### src/rtl/rv_pl_watchdog_if.sv
// Core-to-watchdog observation bus: fetch PC/stall and write-back port
// of the rv_pl 5-stage core. The core (or a bench) drives the master side,
// the watchdog listens on the slave side.
interface rv_pl_watchdog_if #(
    parameter int PC_W = 32
);
    logic [PC_W-1:0] f_pc;
    logic            f_stall;
    logic            w_we_rf;
    logic [4:0]      w_rf_a3;
    logic [31:0]     w_result;

    modport master (
        output f_pc,
        output f_stall,
        output w_we_rf,
        output w_rf_a3,
        output w_result
    );

    modport slave (
        input f_pc,
        input f_stall,
        input w_we_rf,
        input w_rf_a3,
        input w_result
    );
endinterface

### src/rtl/rv_pl_watchdog.sv
// rv_pl_watchdog: run monitor for the rv_pl core. Counts run cycles and
// register writes, flags a stuck fetch PC or an exhausted cycle budget and
// raises a sticky halt request that only clr or reset removes.
// Optional write history: define RV_PL_WDOG_HIST_EN to add a 4-entry
// circular record of (rd, data) pairs on hist_rd/hist_data.
module rv_pl_watchdog #(
    parameter int unsigned MAX_SAME_PC    = 3,
    parameter int unsigned TIMEOUT_CYCLES = 30,
    parameter int          PC_W           = 32
) (
    input  logic                 clk,
    input  logic                 rst_n,
    input  logic                 clr,
    rv_pl_watchdog_if.slave      bus,
    output logic [31:0]          cycle_cnt,
    output logic [31:0]          wb_cnt,
    output logic                 stuck,
    output logic                 timeout,
    output logic [PC_W-1:0]      stuck_pc,
    output logic                 halt_req
`ifdef RV_PL_WDOG_HIST_EN
    ,
    output logic [19:0]          hist_rd,
    output logic [127:0]         hist_data
`endif
);

    localparam logic [7:0]  MAX_C = 8'(MAX_SAME_PC);
    localparam logic [31:0] TO_C  = 32'(TIMEOUT_CYCLES);

    typedef enum logic [1:0] {
        IDLE    = 2'd0,
        RUN     = 2'd1,
        STUCK   = 2'd2,
        TIMEOUT = 2'd3
    } state_e;

    state_e            state_q, state_d;
    logic [31:0]       cycle_q, cycle_d;
    logic [31:0]       wb_q, wb_d;
    logic [7:0]        same_q, same_d;
    logic [PC_W-1:0]   last_pc_q, last_pc_d;
    logic              stuck_q, stuck_d;
    logic              timeout_q, timeout_d;
    logic [PC_W-1:0]   stuck_pc_q, stuck_pc_d;
    logic              halt_q, halt_d;
    logic              hit_stuck, hit_timeout;
    logic              wb_fire;

    // A register write is architecturally visible only in RUN and for rd != x0.
    assign wb_fire = (state_q == RUN) && bus.w_we_rf && (bus.w_rf_a3 != 5'd0);

    // Next-state logic: clr wins, IDLE is a one-cycle gap, RUN counts and
    // detects, STUCK/TIMEOUT freeze everything.
    always_comb begin
        state_d     = state_q;
        cycle_d     = cycle_q;
        wb_d        = wb_q;
        same_d      = same_q;
        last_pc_d   = last_pc_q;
        stuck_d     = stuck_q;
        timeout_d   = timeout_q;
        stuck_pc_d  = stuck_pc_q;
        hit_stuck   = 1'b0;
        hit_timeout = 1'b0;

        if (clr) begin
            state_d    = IDLE;
            cycle_d    = '0;
            wb_d       = '0;
            same_d     = '0;
            last_pc_d  = '1;
            stuck_d    = 1'b0;
            timeout_d  = 1'b0;
            stuck_pc_d = '0;
        end else begin
            case (state_q)
                IDLE: begin
                    state_d = RUN;
                end
                RUN: begin
                    cycle_d = cycle_q + 32'd1;
                    if (wb_fire) begin
                        wb_d = wb_q + 32'd1;
                    end
                    // A stall is a legitimate reason for the PC to repeat,
                    // so it restarts the repeat count.
                    if ((bus.f_pc == last_pc_q) && !bus.f_stall) begin
                        if (same_q != 8'hFF) begin
                            same_d = same_q + 8'd1;
                        end
                    end else begin
                        same_d    = '0;
                        last_pc_d = bus.f_pc;
                    end
                    hit_stuck   = (same_d == MAX_C);
                    hit_timeout = (cycle_d == TO_C);
                    if (hit_stuck) begin
                        state_d    = STUCK;
                        stuck_d    = 1'b1;
                        stuck_pc_d = bus.f_pc;
                    end
                    if (hit_timeout) begin
                        timeout_d = 1'b1;
                        if (!hit_stuck) begin
                            state_d = TIMEOUT;
                        end
                    end
                end
                default: begin
                    state_d = state_q;
                end
            endcase
        end
        halt_d = stuck_d | timeout_d;
    end

    // State and counter registers; halt is registered alongside the flags
    // so it rises in the same cycle they do.
    always_ff @(posedge clk or negedge rst_n) begin
        if (!rst_n) begin
            state_q    <= IDLE;
            cycle_q    <= '0;
            wb_q       <= '0;
            same_q     <= '0;
            last_pc_q  <= '1;
            stuck_q    <= 1'b0;
            timeout_q  <= 1'b0;
            stuck_pc_q <= '0;
            halt_q     <= 1'b0;
        end else begin
            state_q    <= state_d;
            cycle_q    <= cycle_d;
            wb_q       <= wb_d;
            same_q     <= same_d;
            last_pc_q  <= last_pc_d;
            stuck_q    <= stuck_d;
            timeout_q  <= timeout_d;
            stuck_pc_q <= stuck_pc_d;
            halt_q     <= halt_d;
        end
    end

    assign cycle_cnt = cycle_q;
    assign wb_cnt    = wb_q;
    assign stuck     = stuck_q;
    assign timeout   = timeout_q;
    assign stuck_pc  = stuck_pc_q;
    assign halt_req  = halt_q;

`ifdef RV_PL_WDOG_HIST_EN
    logic [3:0][4:0]  hist_rd_q, hist_rd_d;
    logic [3:0][31:0] hist_data_q, hist_data_d;
    logic [1:0]       hist_ptr_q, hist_ptr_d;

    // History ring: write at the pointer, pointer wraps naturally 3 -> 0.
    always_comb begin
        hist_rd_d   = hist_rd_q;
        hist_data_d = hist_data_q;
        hist_ptr_d  = hist_ptr_q;
        if (clr) begin
            hist_rd_d   = '0;
            hist_data_d = '0;
            hist_ptr_d  = '0;
        end else if (wb_fire) begin
            hist_rd_d[hist_ptr_q]   = bus.w_rf_a3;
            hist_data_d[hist_ptr_q] = bus.w_result;
            hist_ptr_d              = hist_ptr_q + 2'd1;
        end
    end

    // History storage registers.
    always_ff @(posedge clk or negedge rst_n) begin
        if (!rst_n) begin
            hist_rd_q   <= '0;
            hist_data_q <= '0;
            hist_ptr_q  <= '0;
        end else begin
            hist_rd_q   <= hist_rd_d;
            hist_data_q <= hist_data_d;
            hist_ptr_q  <= hist_ptr_d;
        end
    end

    assign hist_rd   = hist_rd_q;
    assign hist_data = hist_data_q;
`else
    logic unused_result;
    assign unused_result = ^bus.w_result;
`endif

endmodule
### src/flat_wrapper.sv
// flat-port wrapper written by rule: the top's interface ports become plain ports
module rv_pl_watchdog_flat 
#(
    parameter int unsigned MAX_SAME_PC    = 3,
    parameter int unsigned TIMEOUT_CYCLES = 30,
    parameter int          PC_W           = 32
)
  (clk, rst_n, clr, cycle_cnt, wb_cnt, stuck, timeout, stuck_pc, halt_req, bus_f_pc, bus_f_stall, bus_w_we_rf, bus_w_rf_a3, bus_w_result);
  rv_pl_watchdog_if #(.PC_W(PC_W)) bus_i ();
  input  logic clk;
  input  logic rst_n;
  input  logic clr;
  output logic [31:0] cycle_cnt;
  output logic [31:0] wb_cnt;
  output logic stuck;
  output logic timeout;
  output logic [PC_W-1:0] stuck_pc;
  output logic halt_req;
  input wire logic [$bits(bus_i.f_pc)-1:0] bus_f_pc;
  input wire logic [$bits(bus_i.f_stall)-1:0] bus_f_stall;
  input wire logic [$bits(bus_i.w_we_rf)-1:0] bus_w_we_rf;
  input wire logic [$bits(bus_i.w_rf_a3)-1:0] bus_w_rf_a3;
  input wire logic [$bits(bus_i.w_result)-1:0] bus_w_result;
  assign bus_i.f_pc = bus_f_pc;
  assign bus_i.f_stall = bus_f_stall;
  assign bus_i.w_we_rf = bus_w_we_rf;
  assign bus_i.w_rf_a3 = bus_w_rf_a3;
  assign bus_i.w_result = bus_w_result;
  rv_pl_watchdog #(.MAX_SAME_PC(MAX_SAME_PC), .TIMEOUT_CYCLES(TIMEOUT_CYCLES), .PC_W(PC_W)) u_core (.clk(clk), .rst_n(rst_n), .clr(clr), .bus(bus_i), .cycle_cnt(cycle_cnt), .wb_cnt(wb_cnt), .stuck(stuck), .timeout(timeout), .stuck_pc(stuck_pc), .halt_req(halt_req));
endmodule
### config.mk
export PLATFORM = sky130hd
export DESIGN_NAME = rv_pl_watchdog_flat
export DESIGN_NICKNAME = d
export VERILOG_FILES = /design/src/rtl/rv_pl_watchdog_if.sv /design/src/rtl/rv_pl_watchdog.sv /design/src/flat_wrapper.sv
export SDC_FILE = /design/constraint.sdc
export NUM_CORES = 1
export LEC_CHECK = 0
export BUFFER_PORTS_ARGS = -buffer_cell sky130_fd_sc_hd__clkbuf_2
export CORE_ASPECT_RATIO = 1.25
export CORE_UTILIZATION = 40
export DETAILED_ROUTE_END_ITERATION = 8
export GPL_TIMING_DRIVEN = 0
export SYNTH_ARGS = -nofsm -noshare
export SYNTH_HDL_FRONTEND = slang
export SYNTH_SLANG_ARGS = --single-unit
### constraint.sdc
create_clock -name clk -period 2.8 [get_ports clk]
set_clock_uncertainty 0.05 [all_clocks]
set_input_delay 0.28 -clock clk [delete_from_list [all_inputs] [get_ports clk]]
set_output_delay 0.28 -clock clk [all_outputs]
set_load 0.01 [all_outputs]
==> impl_metrics.toml <==
[critical_path]
r2r_start = "u_core.cycle_cnt[1]"
critPathBufInv = 1
start_kind = "register"
worstPathMaxFanout = 10
slowest_stage = "or4_4"
crit_path_end_kind = "register"
worst_ep_required_time_ns = 3.07
cp_slowest_stage_delay_ns = 0.52
cpLargestDelayFamily = "compound AO/OA/AOI/OAI gates"
crit_chain = "ha_2 > nand4_2 > buf_6 > or4_4 > o31a_1 > a211oi_2 > o2111ai_1 > o32ai_1"
crit_arrival_ns = 2.94
crit_start = "u_core.cycle_cnt[1]"
critPathKind = "register to register"

[synth]
yosysMostFrequentCell = "dfrtp_1"
synth_top_area_share_pct = 35.7
syn_inst = 848
ys_top_cells_by_area = "dfrtp_1, dfstp_2, xor2_1, a21oi_1, nand4_1"
synthTopCellsByCount = "dfrtp_1, a21oi_1, nor2_1"
synth_ff_type = "dfrtp_1"
ys_types = 55
synthArstFlopShare_pct = 100
syn_avg_cell_area_um2 = 9.02
synth_top_area_cell = "dfrtp_1"
synth-seq-cells = 141
synth.cell_area_um2 = 7650
synth_edf_count = 0
synth-seq-area-share_pct = 46.7
postSynthNetCount = 926
yosysWarnings = 0

[finish]
drive_gt1_share_pct = 24.1
fillCellCount = 1811
final_cell_area_um2 = 9370
syn_to_final_growth_pct = 22.6
final_util_pct = 49.9
num_antenna_cells = 0
final_cells = 1255
finalNetCount = 1088

[drt]
dr.pass1.iters = 9
drcViolationCount = 8
drt-total-wl_mm = 21.5
vias = 6962
avgRoutedWirePerCell_um = 17.1
postRouteAntennaNets = 0
drtIter0Drc = 348
vias_per_cell = 5.55

[floorplanning]
die_h_um = 157
die_x_um = 126
die_area_um2 = 19700
start_util_pct = 40.7
rows = 56
ios = 173
core_area_um2 = 18800

[clock_network]
cts_sinks = 141
path_clk_slew_ns = 0.07
clk-insertion-delay-late_ns = 0.43
clockBufferDepth = 2
cts_inserted_buffers = 17
tritoncts = "built"
cts_root_buffer = "clkbuf_16"
h-tree-depth = 4

[place]
gp_congestion = 0.919
dpl_cell_area_um2 = 8670
io_buffers = 139
pre_cts_ws_ns = -0.113
dp.cells = 1220
dpl.hpwl_mm = 15.5

[sta]
fin_crit_sh_pct = 95.5
setup_ws_ns = 0.125
slew_viol_final = 0
worst_pin_slew_ns = 0.801
finalHoldViolations = 0
setup_viol = 0
fmax_ghz = 0.374
fin_crit_ns = 2.68
relSlewSlack_pct = 46.6

[global_route]
grt_util_met1_pct = 28.4
gr-usage-all-layers_pct = 22.4
use_met3_pct = 4.34
met2_usage_pct = 38.1
antenna_found_initial = 0
grt_overflow = 0
grt_pass1_vias = 6462
grt_pass1_wl_mm = 34.5
grt_max_degree = 99
grt.busiest_layer = "met2"

[pwr]
pwr-share-clk_pct = 50.2
switching_share_pct = 23.6
power_leakage_nw = 4.13
seq_power_share_pct = 43.6
irDropWorstVdd_uv = 408
power_switching_mw = 1.15
power_frac_comb_pct = 6.2
p_per_area_nw_per_um2 = 518
p_int_mw = 3.71

[run_status]
outcome = "finished, violations left"
violations = "design-rule violations"

[hold_path]
min-delay-start = "bus_f_pc[13]"
hold_class = "primary input to register"

[run]
maxCapViolCount = 0
placed cells by master, fill, tap and decap left out, types with 22 or more instances in the layout:
cell | Yosys | routed
clkbuf_2 | 1 | 149
dfrtp_1 | 109 | 108
a21oi_1 | 84 | 83
nor2_1 | 82 | 82
xor2_1 | 65 | 65
nand4_1 | 59 | 59
nor4_1 | 55 | 54
nand2_1 | 42 | 42
o21ai_0 | 42 | 42
inv_1 | 41 | 41
clkbuf_1 | 43 | 37
xnor2_1 | 33 | 33
dfstp_2 | 32 | 32
nor3_1 | 24 | 22
nand3_1 | 22 | 22
timing repair:
action                                  CTS  global route
endpoints found under the setup margin   41            65
cloned                                    0             0
setup buffers                             0             2
gates resized for setup                   6            20
pin swaps                                 0             2
hold buffers                              1             0
endpoints found under the hold margin    43             0
state kept, by name, indices dropped and copies added (netlist names):
| register | cells |
|---|---|
| u_core.cycle_cnt | 32 |
| u_core.last_pc_q | 32 |
| u_core.stuck_pc | 32 |
| u_core.wb_cnt | 32 |
| u_core.same_q | 8 |
| u_core.state_q | 2 |
| u_core.halt_req | 1 |
| u_core.stuck | 1 |
| u_core.timeout | 1 |
metrics by stage:
step / setup TNS (ns) / hold slack, ns / power, mW
detailed placement: -1.71 / 0.185 / 2.45
floorplan: 0 / -0.0656 / 2.29
CTS: 0 / 0.0653 / 4.89
global route: -0.0197 / 0.0746 / 5.02
finish: 0 / 0.0749 / 4.85
global placement: -124.22 / 0.404 / 2.45
final timing paths:
kind / endpoint / slack, ns / cells after the start
setup / recovery: u_core.halt_req / 0.12 / 8
hold / removal: u_core.stuck_pc[13] / 0.07 / 3
setup reg to reg: u_core.halt_req / 0.12 / 8
hold reg to reg: u_core.last_pc_q[29] / 0.42 / 2
max in group asynchronous: u_core.last_pc_q[26] / 1.58 / 3
min in group asynchronous: u_core.cycle_cnt[11] / 0.30 / 2
final cells by class:
class | instances | area, um^2 | area share (%)
Clock buffer | 19 | 443 | 4.73
Tap cell | 232 | 290 | 3.10
Buffer | 62 | 265 | 2.83
Multi-Input combinational cell | 604 | 3710 | 39.5
Sequential cell | 141 | 3570 | 38.1
Clock inverter | 13 | 189 | 2.02
Timing Repair Buffer | 143 | 757 | 8.08
Inverter | 41 | 154 | 1.64
power groups by stage:
stage	registers [mW]	clock network, mW	logic (mW)
after floorplan	2.15	0	0.141
after global placement	2.15	0	0.295
after detailed placement	2.15	0	0.302
after CTS	2.12	2.47	0.307
after global routing	2.12	2.56	0.338
final	2.12	2.43	0.302
cells by family (layout without fill, tap and decap cells):
family                     count (synthesis)  after routing  share of synthesized area, %
DFF                                      141            141                          46.7
buffers and inverters                    103            278                          5.29
and+or+nand+nor                          338            338                          23.9
AOI/OAI and AO/OA                        164            164                          12.3
adders and majority gates                  4              4                         0.655
xor gates and xnor gates                  98             98                          11.2
per-layer routing:
metal  wire [um]  part of all wire, %
met1        9530                   44
met2       10800                   50
met3         804                  3.7
met4         423                  2.0
met5           0                    0
worst reg2reg max path, delay by kind of cell, from the launching register on:
family | cells | cell delay (ns)
buffers and inverters | 1 | 0.17
AOI/OAI and AO/OA | 4 | 1.04
adders and majority gates | 1 | 0.26
DFF | 1 | 0.42
and+or+nand+nor | 2 | 0.63
Note: power is estimated with default switching activity, not from simulation.
